===== src/rtl/ofdm_pkg.sv =====
// rtl/ofdm_pkg.sv - shared OFDM receive constants and CP-remover state type
package ofdm_pkg;
  localparam int OFDM_N  = 64;
  localparam int OFDM_CP = 16;
  localparam int OFDM_W  = 16;

  typedef enum logic {
    S_CP   = 1'b0,
    S_DATA = 1'b1
  } cp_state_t;
endpackage


===== src/rtl/cp_store.sv =====
// rtl/cp_store.sv - CP-entry register file, one write port, combinational read
module cp_store #(
  parameter int DEPTH = 16,
  parameter int AW    = 4,
  parameter int DW    = 32
) (
  input  logic          clk,
  input  logic          reset,
  input  logic          we,
  input  logic [AW-1:0] wa,
  input  logic [DW-1:0] wd,
  input  logic [AW-1:0] ra,
  output logic [DW-1:0] rd
);
  logic [DW-1:0] mem [DEPTH];

  always_ff @(posedge clk or negedge reset) begin
    if (!reset) begin
      for (int i = 0; i < DEPTH; i++) mem[i] <= '0;
    end else if (we) begin
      mem[wa] <= wd;
    end
  end

  assign rd = mem[ra];
endmodule


===== src/rtl/cp_remove.sv =====
// rtl/cp_remove.sv - drops the cyclic prefix, frames N body samples for FFT64
// Macro OFDM_CP_AVG_EN: average the tail body samples with their stored CP copies.
module cp_remove
  import ofdm_pkg::*;
#(
  parameter int N  = OFDM_N,
  parameter int CP = OFDM_CP,
  parameter int W  = OFDM_W
) (
  input  logic         clk,
  input  logic         reset,
  input  logic         di_en,
  input  logic [W-1:0] di_re,
  input  logic [W-1:0] di_im,
  input  logic         sym_sync,
  output logic         do_en,
  output logic [W-1:0] do_re,
  output logic [W-1:0] do_im,
  output logic         do_first,
  output logic         do_last
);
  localparam int IW = (N > 1) ? $clog2(N) : 1;

  cp_state_t     state, state_n;
  logic [IW-1:0] idx, idx_n;
  logic          emit, first, last;
  logic [W-1:0]  out_re, out_im;

  always_ff @(posedge clk or negedge reset) begin
    if (!reset) begin
      state <= S_CP;
      idx   <= '0;
    end else begin
      state <= state_n;
      idx   <= idx_n;
    end
  end

  always_comb begin
    state_n = state;
    idx_n   = idx;
    emit    = 1'b0;
    first   = 1'b0;
    last    = 1'b0;
    if (di_en) begin
      if (sym_sync) begin
        // the sync sample is CP index 0; any open symbol is abandoned
        if (CP == 1) begin
          state_n = S_DATA;
          idx_n   = '0;
        end else begin
          state_n = S_CP;
          idx_n   = IW'(1);
        end
      end else begin
        case (state)
          S_CP: begin
            if (idx == IW'(CP - 1)) begin
              state_n = S_DATA;
              idx_n   = '0;
            end else begin
              idx_n = idx + IW'(1);
            end
          end
          S_DATA: begin
            emit  = 1'b1;
            first = (idx == '0);
            last  = (idx == IW'(N - 1));
            if (last) begin
              state_n = S_CP;
              idx_n   = '0;
            end else begin
              idx_n = idx + IW'(1);
            end
          end
          default: begin
            state_n = S_CP;
            idx_n   = '0;
          end
        endcase
      end
    end
  end

`ifdef OFDM_CP_AVG_EN
  localparam int AW = (CP > 1) ? $clog2(CP) : 1;

  logic          st_we, avg_sel;
  logic [AW-1:0] st_wa, st_ra;
  logic [2*W-1:0] st_rd;
  logic [W:0]    sum_re, sum_im;

  assign st_we   = di_en && (sym_sync || state == S_CP);
  assign st_wa   = sym_sync ? '0 : AW'(idx);
  assign st_ra   = AW'(idx - IW'(N - CP));
  assign avg_sel = (state == S_DATA) && (idx >= IW'(N - CP));

  cp_store #(.DEPTH(CP), .AW(AW), .DW(2 * W)) u_store (
    .clk   (clk),
    .reset (reset),
    .we    (st_we),
    .wa    (st_wa),
    .wd    ({di_re, di_im}),
    .ra    (st_ra),
    .rd    (st_rd)
  );

  // W+1-bit sum, dropping the LSB floors toward minus infinity
  assign sum_re = {di_re[W-1], di_re} + {st_rd[2*W-1], st_rd[2*W-1:W]};
  assign sum_im = {di_im[W-1], di_im} + {st_rd[W-1], st_rd[W-1:0]};
  assign out_re = avg_sel ? sum_re[W:1] : di_re;
  assign out_im = avg_sel ? sum_im[W:1] : di_im;
`else
  assign out_re = di_re;
  assign out_im = di_im;
`endif

  always_ff @(posedge clk or negedge reset) begin
    if (!reset) begin
      do_en    <= 1'b0;
      do_first <= 1'b0;
      do_last  <= 1'b0;
      do_re    <= '0;
      do_im    <= '0;
    end else begin
      do_en    <= emit;
      do_first <= first;
      do_last  <= last;
      if (emit) begin
        do_re <= out_re;
        do_im <= out_im;
      end
    end
  end
endmodule

===== config.mk =====
export PLATFORM = sky130hd
export DESIGN_NAME = cp_remove
export DESIGN_NICKNAME = d
export VERILOG_FILES = /design/src/rtl/ofdm_pkg.sv /design/src/rtl/cp_store.sv /design/src/rtl/cp_remove.sv
export SDC_FILE = /design/constraint.sdc
export NUM_CORES = 1
export LEC_CHECK = 0
export BUFFER_PORTS_ARGS = -buffer_cell sky130_fd_sc_hd__buf_4
export CELL_PAD_IN_SITES_DETAIL_PLACEMENT = 1
export CELL_PAD_IN_SITES_GLOBAL_PLACEMENT = 1
export CORE_MARGIN = 2
export CORE_UTILIZATION = 30
export DETAILED_ROUTE_END_ITERATION = 10
export PLACE_DENSITY_LB_ADDON = 0.1
export RECOVER_POWER = 50
export SYNTH_ARGS = -nofsm -noshare
export SYNTH_HDL_FRONTEND = slang
export SYNTH_SLANG_ARGS = --single-unit

===== constraint.sdc =====
create_clock -name clk -period 1.7 [get_ports clk]
set_clock_uncertainty 0.2 [all_clocks]
set_input_delay 0.34 -clock clk [delete_from_list [all_inputs] [get_ports clk]]
set_output_delay 0.34 -clock clk [all_outputs]
set_load 0.01 [all_outputs]

==> impl_metrics.json <==
{
  "outcome": "finished, final reports clean",
  "layout-drive-gt1-share": 0.270,
  "clk_latency_ns": 0.28,
  "drc": 0,
  "ys.flop_type": "dfrtp_1",
  "crit_fanout": 4,
  "netlist_area_um2": 1750,
  "grt_max_degree": 43,
  "io_pins": 71,
  "grt_pass1_vias": 1530,
  "path_class": "reg -> reg",
  "antenna_found_initial": 0,
  "cp_num_buf_inv": 0,
  "p_total_mw": 2.60,
  "critPathSlowestCell": "dfrtp_1",
  "overflow": 0,
  "tns_ns": 0,
  "final_nets": 302,
  "top_layer": "met4",
  "synth_edf_count": 0,
  "viasPerCell": 4.59,
  "cts_num_sinks": 42,
  "cellPowerDensity_nw_per_um2": 1100,
  "grt_pass1_wl_um": 7330,
  "dieArea_um2": 6470,
  "cts_htree_levels": 2,
  "totalWireLength_um": 4560,
  "first_pass_iters": 4,
  "post_cts_buffers": 0,
  "wl_met3_um": 280,
  "clkTransAtPathRegs_ns": 0.07,
  "cts_tree": "yes",
  "grt_util_all_layers": 0.148,
  "maxClockFrequency_mhz": 635,
  "worstHoldPathType": "in -> reg",
  "met1_length_um": 2070,
  "tightestPinTransition_ns": 0.596,
  "wire_per_inst_um": 13.6,
  "row_count": 27,
  "cap_viol_max_count": 0,
  "critPathTopFamily": "simple AND/OR/NAND/NOR gates",
  "ys_async_sr_fraction": 1.00,
  "hold_violations": 0,
  "period_share": 0.927,
  "ant_nets": 0,
  "root_buffer": "clkbuf_8",
  "die_height_um": 80.4,
  "cts_buffers": 5,
  "synth_top_family_by_area": "simple AND/OR/NAND/NOR gates",
  "rsz0062_at_grt": "false",
  "max_slew_margin": 0.603,
  "worstPathRequired_ns": 1.70,
  "fp.dieW_um": 80.4,
  "area_delta_synth_final_pct": 35.4,
  "synth.distinct_cells": 26,
  "numPortBuffers": 70,
  "critPathArrivalTime_ns": 1.58,
  "synth_xor_area_frac": 0,
  "cp-end-kind": "flop",
  "synthCells": 190,
  "cp_cell_sequence": "ha_1, nand3_2, a21oi_2, or2_2, o22ai_2",
  "gp_congestion": 0.765,
  "diodes": 0,
  "slew_violations": 0,
  "vias": 1536,
  "dp_hpwl_um": 3310,
  "synth_compound_area_frac": 0.0471,
  "ys_ff_latch": 42,
  "synthMuxAreaShare": 0.0121,
  "ys_seq_area_frac": 0.600,
  "start_util": 0.314,
  "cts_buffer_depth": 2,
  "cpPeakStageDelay_ns": 0.42,
  "ir_worst_vdd_mv": 0.383,
  "drt_iter0_markers": 66,
  "fillers": 704,
  "wl_met2_um": 2160,
  "total_leakage_power_nw": 1.25,
  "synth_warnings": 0,
  "start_kind": "flop",
  "fin_crit_ns": 1.58,
  "syn_avg_cell_area_um2": 9.23,
  "setup_viol": 0,
  "synth_fp_nets": 228,
  "yosys.area_share.adder": 0.0143,
  "core_um2": 5570,
  "yosys.area_share.simple": 0.271
}
[state kept, by name, indices dropped and copies added (netlist names)]
name	cells
do_en	1
do_re	16
do_first	1
do_last	1
idx	6
do_im	16
state	1
[synth_stat cells (2+ instances only)]
cell type	number	area [µm²]
a21oi_1	2	10.0
buf_2	3	15.0
buf_6	5	56.3
dfrtp_1	42	1050
ha_1	2	25.0
inv_1	5	18.8
nand2_1	99	372
nand3_1	4	20.0
nor2_1	4	15.0
nor3_1	4	20.0
o22ai_1	3	18.8
o2bb2ai_1	2	17.5
or2_2	2	12.5
[through the flow]
step,utilization,worst slack (ns),hold WS [ns],cell area (µm²),instances
after detailed placement,0.418,0.0697,0.168,2330,328
after global placement,0.418,0.0654,0.165,2330,328
final,0.426,0.125,0.0435,2370,335
after global routing,0.426,0.0129,0.0391,2370,335
after CTS,0.434,0.0502,0.0396,2420,335
after floorplan,-,0.190,-0.156,1750,190
[logic make-up (layout without fill, tap and decap cells)]
family,Yosys count,after routing
flops,42,42
compound gates,12,12
mux,2,2
simple gates,118,118
fa+ha+maj,2,2
buf+inv,14,87
[cell type report]
type	count	area [µm²]	share of cell area
sequential	42	1050	0.443
multi-input combinational	134	621	0.261
timing repair buffer	75	502	0.211
tap	72	90.1	0.0380
clock buffer	6	82.6	0.0348
inverter	6	27.5	0.0116
[where the power goes]
group / total [mW] / switching, mW / internal [mW]
clock network: 0.614 / 0.301 / 0.313
logic: 0.675 / 0.361 / 0.314
registers: 1.31 / 0.130 / 1.19
[cells in the final DEF (no fill, tap or decap), types with 3 or more instances in the layout]
cell type,synthesis,layout
nand2_1,99,99
buf_4,0,56
dfrtp_1,42,42
clkbuf_1,0,17
clkbuf_8,0,6
inv_1,5,5
nor2_1,4,4
nor3_1,4,4
nand3_1,4,3
[repair_timing]
| item | CTS | global route |
|---|---|---|
| gates resized for setup | 0 | 3 |
| setup endpoints to repair | 0 | 3 |
| hold buffers | 1 | 0 |
| endpoints found under the hold margin | 42 | 0 |
[path summary, 6_finish.rpt]
kind	startpoint	to	slack, ns	depth (start not counted)
worst max-delay path	idx[0]	idx[1]	0.12	5
worst min-delay path	di_re[3]	do_re[3]	0.04	3
worst max register to register	idx[0]	idx[1]	0.12	5
worst min register to register	do_im[6]	do_im[6]	0.28	2
max in group asynchronous	reset	do_im[5]	0.47	2
min in group asynchronous	reset	do_re[3]	0.41	2
[layer usage]
layer,up-vias,track usage
met4,0,0.0407
met1,747,0.194
li1,741,-
met2,43,0.244
met3,5,0.0326
met5,-,0
[worst min-delay path, stage by stage]
cell     delay (ns)
buf_4          0.07
nand2_1        0.04
nand2_1        0.04
Power figures use the tool's default switching activity.
